## src/rtl/pc_unit.sv

```systemverilog
// Program-counter unit: selects the next fetch address from redirect, stall, RAS pop,
// jump/call target or sequential increment, and keeps a circular return-address stack.
module pc_unit #(
    parameter int               WIDTH        = 32,
    parameter logic [WIDTH-1:0] RESET_VECTOR = '0,
    parameter int               INC          = 4,
    parameter int               RAS_DEPTH    = 4,
    parameter int               RAS_PTR_W    = 2
) (
    input  logic                 clk,
    input  logic                 rst,
    input  logic                 stall,
    input  logic                 redirect,
    input  logic [WIDTH-1:0]     redirect_addr,
    input  logic                 jump,
    input  logic [WIDTH-1:0]     jump_target,
    input  logic                 call,
    input  logic                 ret,
    output logic [WIDTH-1:0]     pc,
    output logic [WIDTH-1:0]     pc_plus,
    output logic [RAS_PTR_W:0]   ras_count,
    output logic                 ras_overflow,
    output logic                 ras_underflow
);

    localparam logic [WIDTH-1:0]   INC_W   = WIDTH'(INC);
    localparam logic [RAS_PTR_W:0] CNT_MAX = (RAS_PTR_W + 1)'(RAS_DEPTH);

    logic [WIDTH-1:0]     r_pc;
    logic [RAS_PTR_W-1:0] r_top;
    logic [RAS_PTR_W:0]   r_count;
    logic                 r_overflow;
    logic                 r_underflow;
    logic [WIDTH-1:0]     r_ras [RAS_DEPTH];

    logic [WIDTH-1:0]     w_pc_plus;
    logic [WIDTH-1:0]     w_pc_next;
    logic [RAS_PTR_W-1:0] w_top_inc;
    logic                 w_push;
    logic                 w_pop;
    logic                 w_underflow_set;
    logic                 w_full;

    assign w_pc_plus = r_pc + INC_W;
    assign w_top_inc = r_top + RAS_PTR_W'(1);
    assign w_full    = (r_count == CNT_MAX);

    // NOTE: every output of this block gets a default first, so no path leaves a value unassigned and no latch is inferred.
    always_comb begin
        w_pc_next       = w_pc_plus;
        w_push          = 1'b0;
        w_pop           = 1'b0;
        w_underflow_set = 1'b0;
        if (redirect) begin
            w_pc_next = redirect_addr;
        end else if (stall) begin
            w_pc_next = r_pc;
        end else if (ret) begin
            if (r_count != '0) begin
                w_pc_next = r_ras[r_top];
                w_pop     = 1'b1;
            end else begin
                w_underflow_set = 1'b1;
            end
        end else if (jump) begin
            w_pc_next = jump_target;
            w_push    = call;
        end
    end

    // NOTE: sequential state uses non-blocking assignments so every register samples pre-edge values.
    always_ff @(posedge clk or posedge rst) begin
        if (rst) begin
            r_pc        <= RESET_VECTOR;
            r_top       <= '0;
            r_count     <= '0;
            r_overflow  <= 1'b0;
            r_underflow <= 1'b0;
        end else begin
            r_pc <= w_pc_next;
            if (w_push) begin
                r_top <= w_top_inc;
                // A full stack keeps its count; the oldest entry is silently overwritten.
                if (w_full) begin
                    r_overflow <= 1'b1;
                end else begin
                    r_count <= r_count + 1'b1;
                end
            end
            if (w_pop) begin
                r_top   <= r_top - RAS_PTR_W'(1);
                r_count <= r_count - 1'b1;
            end
            if (w_underflow_set) begin
                r_underflow <= 1'b1;
            end
        end
    end

    // NOTE: stack storage is deliberately not reset; ras_count marks which entries are meaningful.
    always_ff @(posedge clk) begin
        if (w_push) begin
            r_ras[w_top_inc] <= w_pc_plus;
        end
    end

    assign pc            = r_pc;
    assign pc_plus       = w_pc_plus;
    assign ras_count     = r_count;
    assign ras_overflow  = r_overflow;
    assign ras_underflow = r_underflow;

endmodule

```

## config.mk

```make
export PLATFORM = sky130hd
export DESIGN_NAME = pc_unit
export DESIGN_NICKNAME = d
export VERILOG_FILES = /design/src/rtl/pc_unit.sv
export SDC_FILE = /design/constraint.sdc
export NUM_CORES = 1
export LEC_CHECK = 0
export ABC_AREA = 0
export BUFFER_PORTS_ARGS = -buffer_cell sky130_fd_sc_hd__buf_2
export CELL_PAD_IN_SITES_DETAIL_PLACEMENT = 0
export CELL_PAD_IN_SITES_GLOBAL_PLACEMENT = 1
export CORE_MARGIN = 3
export CORE_UTILIZATION = 46
export DETAILED_ROUTE_END_ITERATION = 10
export PLACE_DENSITY = 0.87
export SKIP_LAST_GASP = 1
export SLEW_MARGIN = 20
export SYNTH_ARGS = -nofsm -noshare
export SYNTH_HDL_FRONTEND = slang
export SYNTH_SLANG_ARGS = --single-unit
```

## constraint.sdc

```tcl
create_clock -name clk -period 3.02 [get_ports clk]
set_input_delay 0 -clock clk [delete_from_list [all_inputs] [get_ports clk]]
set_output_delay 0 -clock clk [all_outputs]
set_load 0.01 [all_outputs]
```

### After elaboration in Yosys (flattened, before gate mapping)

Memories as Yosys holds them, arrays and structs flattened.
Index checks and enable logic that the tools add are counted.

| storage, ports and cells | value |
|---|---|
| register bits after elaboration | 39 |
| bits in writable memories | 128 |
| bits of input ports | 71 |
| output and inout bits | 69 |
| memories | 1 |

Memories:

| memory | words | width | rd ports | clocked after memory_dff | wr ports | line | text |
|---|---|---|---|---|---|---|---|
| r_ras | 4 | 32 | 1 | 0 | 1 | 34 | `logic [WIDTH-1:0] r_ras [RAS_DEPTH];` |

| cells by class | value |
|---|---|
| $add $sub $neg | 5 |
| equal/unequal tests | 3 |
| mux-type cells | 24 |
| reduce and logical (&&, ||, !) cells | 4 |

Operators with widths:

| operator | number |
|---|---|
| $mux 32 | 5 |
| $add 32x3->32 const B | 1 |
| $mux 1 | 14 |
| $mux 3 | 3 |
| $mux 2 | 2 |
| $reduce_and 2->1 | 2 |
| $add 3x1->3 const B | 1 |
| $eq 3x3->1 const B | 1 |
| $reduce_bool 3->1 | 1 |
| $sub 3x1->3 const B | 1 |
| $add 2x1->2 const B | 1 |
| $ne 2x1->1 const B | 1 |
| $ne 2x2->1 const B | 1 |
| $reduce_bool 2->1 | 1 |
| $sub 2x1->2 const B | 1 |

### Longest topological paths before layout

| depth | value |
|---|---|
| word-level depth | 7 |
| gate-level depth with buffers | 8 |

### Least setup slack after synthesis

OpenSTA, ideal clock, no wires.

| timing | value |
|---|---|
| kind | flip-flop to flip-flop |
| start | reg r_top[0] |
| end | mem r_ras[3][0] (enable) |
| setup time | 392 ps |
| arrival | 2018 ps |
| slack | 610 ps |
| cell stages (with the launch flop) | 7 |
| path buffers | 3 |
| period minus slack after synthesis | 2410 ps |
| path through | dfrtp_1 > buf_2 > buf_4 > buf_2 > inv_1 > ha_1 > and2_1 |

| between the ends | value |
|---|---|
| word-level cells in the longest chain between the ends | 1 |

RTL lines:

| element | line | text |
|---|---|---|
| start: declaration | 30 | `logic [RAS_PTR_W-1:0] r_top;` |
| start signal: assignment | 82 | `r_top <= w_top_inc;` |
| start signal: assignment | 91 | `r_top <= r_top - RAS_PTR_W'(1);` |
| $add 2x1->2 | 45 | `assign w_top_inc = r_top + RAS_PTR_W'(1);` |
| end: declaration | 34 |  |

No other way between the ends.

### Final worst setup path

| timing | value |
|---|---|
| start | reg r_pc[12] (netlist: pc[12]) |
| end | reg r_pc[31] (netlist: pc[31]) |

| between the ends | value |
|---|---|
| word-level cells in the longest chain between the ends | 5 |

RTL lines:

| element | line | text |
|---|---|---|
| start: declaration | 29 | `logic [WIDTH-1:0] r_pc;` |
| start signal: assignment | 80 | `r_pc <= w_pc_next;` |
| $add 32x3->32 * | 44 | `assign w_pc_plus = r_pc + INC_W;` |
| $mux 32 (on tied branches) | 65, 59 |  |
| $mux 32 * | 58 | `end else if (ret) begin` |
| $mux 32 * | 56 | `end else if (stall) begin` |
| $mux 32 * | 54 | `if (redirect) begin` |

Mark *: on every way between the ends. The rest lies on a longest branch, timed or not. The select of a mux whose other input is x is not followed.
A chain may end at the register's enable or synchronous reset.

==> flow_summary_export.csv <==
group,metric,value,unit
synthesis,synth_area_leader_cell,"sky130_fd_sc_hd__edfxtp_1",
setup_path,crit_buf_inv,1,
layout,layout.filler_cells,1249,
min_path,worstHoldStart,"jump_target[10]",
route,drt-initial-drc-count,791,
clock_network,tritoncts.num_buffers,17,
floorplanning,die_height,135,um
timing,relSlewSlack,0.474,
route,wire_per_inst,22.6,um
clock_network,clockBufferDepth,2,
setup_path,critical_path.max_stage_delay,620,ps
power_and_ir_drop,internal_power,5.07,mW
synthesis,synthesis.nets,621,
clock_network,clk-insertion-delay-late,430,ps
clock_network,clock-sinks,167,
floorplanning,num_io_pins,140,
layout,flow.area_growth_from_synthesis,27.3,%
setup_path,reg2reg_setup_slack,120,ps
setup_path,timing.rr.start,"pc[12]",
timing,finalSetupViolations,0,
setup_path,critical_path_arrival,3200,ps
min_path,worst_hold_path_cells,4,
synthesis,synth_top_flop_cell,"sky130_fd_sc_hd__edfxtp_1",
setup_path,worst-endpoint-required,3320,ps
global_route,first_pass_grt_wire_length,33.8,mm
power_and_ir_drop,power.ir.vdd_worst,0.000496,V
global_route,grt_pass1_vias,5980,
floorplanning,floorplan.die.width,135,um
synthesis,post_synth_instance_area,0.00769,mm^2
setup_path,crit_path_start_kind,"flip-flop",
timing,hold_violations,0,
setup_path,number_of_cells_on_the_critical_path,6,
power_and_ir_drop,p_switching,2.24,mW
synthesis,synthDistinctLibCells,55,
power_and_ir_drop,power.clock.fraction,0.311,
synthesis,synth.ff_latch_count,167,
timing,timing_max_transition_violations_final,0,
status,outcome,"completed",
route,vias_per_cell,6.08,
power_and_ir_drop,sw_ratio,0.306,
clock_network,cts_tree,"built",
global_route,antenna_found_initial,0,
timing,min_period,2900,ps
timing,setup-tns-final,0,ps
place,postPlaceCellArea,0.00861,mm^2
timing,worst_case_setup_margin_in_the_final_layout,118,ps
power_and_ir_drop,power_density,746,mW/mm^2
setup_path,critPathKind,"flip-flop to flip-flop",
setup_path,reg2reg_depth,6,
power_and_ir_drop,post-layout-total-power,7.30,mW
setup_path,critical_path.top_delay_family,"simple AND/OR/NAND/NOR gates",
timing,clock-skew-final,12.1,ps
place,dp_slack,631,ps
power_and_ir_drop,pwr-share-seq,0.413,
timing,timing.fmax,345,MHz
layout,num_antenna_cells,0,
layout,layout.cell_area.non_filler,0.00979,mm^2
floorplanning,fp.dieArea,0.0183,mm^2
place,number_of_i_o_port_buffers,139,
layout,final_nets,809,
min_path,hold_end,"pc[10]",
route,postRouteAntennaNets,0,
global_route,largest_net_degree_at_the_start_of_global_routing,40,
synthesis,synth_sequential_area_ratio,0.627,
place,half_perimeter_wire_length_of_the_detailed_placement_result,14.1,mm
synthesis,yosys.area.top_type_share,0.500,
global_route,grt.total_usage,0.245,
synthesis,synth.area.top_cells,"sky130_fd_sc_hd__edfxtp_1 (50%), sky130_fd_sc_hd__dfrtp_1 (13%), sky130_fd_sc_hd__mux4_2 (9.4%), sky130_fd_sc_hd__a221oi_1 (2.0%), sky130_fd_sc_hd__xnor2_1 (2.0%)",
route,dr_total_vias,5847,
timing,final.hold.worst_slack,12.9,ps
setup_path,timing.critical_path.slowest_stage_cell,"sky130_fd_sc_hd__dfrtp_1",
synthesis,async_reset_ff_frac,0.234,
power_and_ir_drop,combinationalPowerShare,0.277,
setup_path,rr_endpoint,"pc[31]",
setup_path,critPathCaptureType,"flip-flop",
route,routed_wirelength,21.7,mm
route,drt_drc_violations_left,0,
synthesis,synthesis.yosys.warnings,0,
setup_path,critPathMaxFanout,9,
min_path,timing.hold.worst.class,"input pin to flip-flop",
timing,max_slew.worst_pin.slew,790,ps
floorplanning,placementRows,46,
run,max_cap_violations,0,
floorplanning,core-area,0.0161,mm^2
timing,rsz0062_at_grt,"no",
floorplanning,floorplan.initialDensity,0.477,
layout,drive_gt1_frac,0.322,
synthesis,syn-mean-instance-area,14.1,um^2
synthesis,synth_cells,544,
clock_network,clkTransAtPathRegs,60,ps
timing,timing.final.crit_share,0.961,
clock_network,ctsHtreeMaxLevel,4,
power_and_ir_drop,power.leakage,3.63,nW
clock_network,post_cts.repair.setup_buffers,0,
setup_path,crit_chain,"and4_1, and3_2, nand4_1, xnor2_2, a221o_1, dlygate4sd3_1",
synthesis,synth_edf_count,128,
route,drtPass1Iterations,5,
place,gpl.final_weighted_congestion,0.820,
global_route,total_grt_overflow,0,
clock_network,root_buffer,"sky130_fd_sc_hd__clkbuf_16",
[layout by cell type (no fill, tap or decap), types with 18 or more instances in the layout]
cell,n
sky130_fd_sc_hd__nor2_1,18
sky130_fd_sc_hd__edfxtp_1,128
sky130_fd_sc_hd__buf_2,139
sky130_fd_sc_hd__o21ai_0,20
sky130_fd_sc_hd__a221oi_1,18
sky130_fd_sc_hd__a21oi_1,27
sky130_fd_sc_hd__dfrtp_1,38
sky130_fd_sc_hd__dlygate4sd3_1,55
sky130_fd_sc_hd__nand2_1,25
sky130_fd_sc_hd__mux4_2,32
[area by class of cell]
| type | instances | area [um^2] | share of cell area |
|---|---|---|---|
| Sequential cell | 167 | 4820 | 0.493 |
| Multi-Input combinational cell | 321 | 2650 | 0.270 |
| Clock inverter | 12 | 175 | 0.0179 |
| Inverter | 14 | 52.6 | 0.00537 |
| Clock buffer | 20 | 437 | 0.0446 |
| Tap cell | 216 | 270 | 0.0276 |
| Timing Repair Buffer | 211 | 1390 | 0.142 |
[worst max path at each step]
stage / startpoint / endpoint
detailed placement: pc[7] / r_ras[0][27]
global placement: pc[7] / r_ras[0][27]
global route: pc[2] / pc[26]
CTS: pc[12] / pc[31]
floorplan: r_top[0] / r_ras[3][0]
finish: pc[12] / pc[31]
[synth_stat cells (4+ instances only)]
library cell	n
sky130_fd_sc_hd__edfxtp_1	128
sky130_fd_sc_hd__o21ai_0	20
sky130_fd_sc_hd__nor2_1	18
sky130_fd_sc_hd__or2_2	7
sky130_fd_sc_hd__a221oi_1	18
sky130_fd_sc_hd__ha_1	6
sky130_fd_sc_hd__inv_1	14
sky130_fd_sc_hd__a221o_1	7
sky130_fd_sc_hd__and4_1	4
sky130_fd_sc_hd__nor3_1	12
sky130_fd_sc_hd__nand3_1	15
sky130_fd_sc_hd__a22oi_1	9
sky130_fd_sc_hd__nand2_1	25
sky130_fd_sc_hd__a31oi_1	7
sky130_fd_sc_hd__o31a_1	5
sky130_fd_sc_hd__and2_1	6
sky130_fd_sc_hd__clkbuf_1	23
sky130_fd_sc_hd__xor2_1	4
sky130_fd_sc_hd__o2bb2ai_1	7
sky130_fd_sc_hd__o22ai_1	12
sky130_fd_sc_hd__xnor2_1	18
sky130_fd_sc_hd__nand4_1	6
sky130_fd_sc_hd__a21oi_1	27
sky130_fd_sc_hd__mux4_2	32
sky130_fd_sc_hd__a211oi_1	5
sky130_fd_sc_hd__nor4_1	7
sky130_fd_sc_hd__a21o_1	5
sky130_fd_sc_hd__buf_2	11
sky130_fd_sc_hd__dfrtp_1	39
[cells by family after synthesis]
logic type | count (synthesis) | synth area share
and+or+nand+nor | 122 | 0.0864
buffers and inverters | 56 | 0.0317
muxes | 34 | 0.0966
AOI/OAI and AO/OA | 137 | 0.124
DFF | 167 | 0.627
xor gates and xnor gates | 22 | 0.0251
adders and majority gates | 6 | 0.00976
[per-layer routing]
| metal | up-vias | wire (um) | track usage |
|---|---|---|---|
| li1 | 2533 | - | - |
| met3 | 69 | 1720 | 0.0550 |
| met4 | 0 | 820 | 0.110 |
| met1 | 2951 | 8730 | 0.333 |
| met2 | 294 | 10500 | 0.382 |
| met5 | - | 0 | 0 |
[registers in the layout, summed over array words and instances (netlist names)]
| name | flops |
|---|---|
| pc | 32 |
| r_ras | 128 |
| r_top | 2 |
| ras_count | 3 |
| ras_overflow | 1 |
| ras_underflow | 1 |
[tightest hold or removal path: cells and delay by family]
family	cells	cell delay (ps)
buffers and inverters	1	80
AO/OA/AOI/OAI	3	330
[power groups by stage]
stage,Combinational [mW],Sequential (mW),Clock (mW)
3_5_place_dp,1.89,3.05,0
4_1_cts,2.02,3.01,2.29
2_1_floorplan,1.33,2.95,0
6_report,2.02,3.02,2.27
3_3_place_gp,1.85,3.04,0
5_1_grt,2.20,3.05,2.39
[per-stage QoR]
stage                util  cells
detailed placement  0.534    874
floorplan               -    544
CTS                 0.606    961
global placement    0.534    874
finish              0.608    961
global route        0.608    961
[repair_timing]
action,in CTS,in global routing
endpoints found under the hold margin,74,0
endpoints found under the setup margin,0,3
hold buffers,55,0
resized for setup,0,4
(Power assumes the default switching activity.)
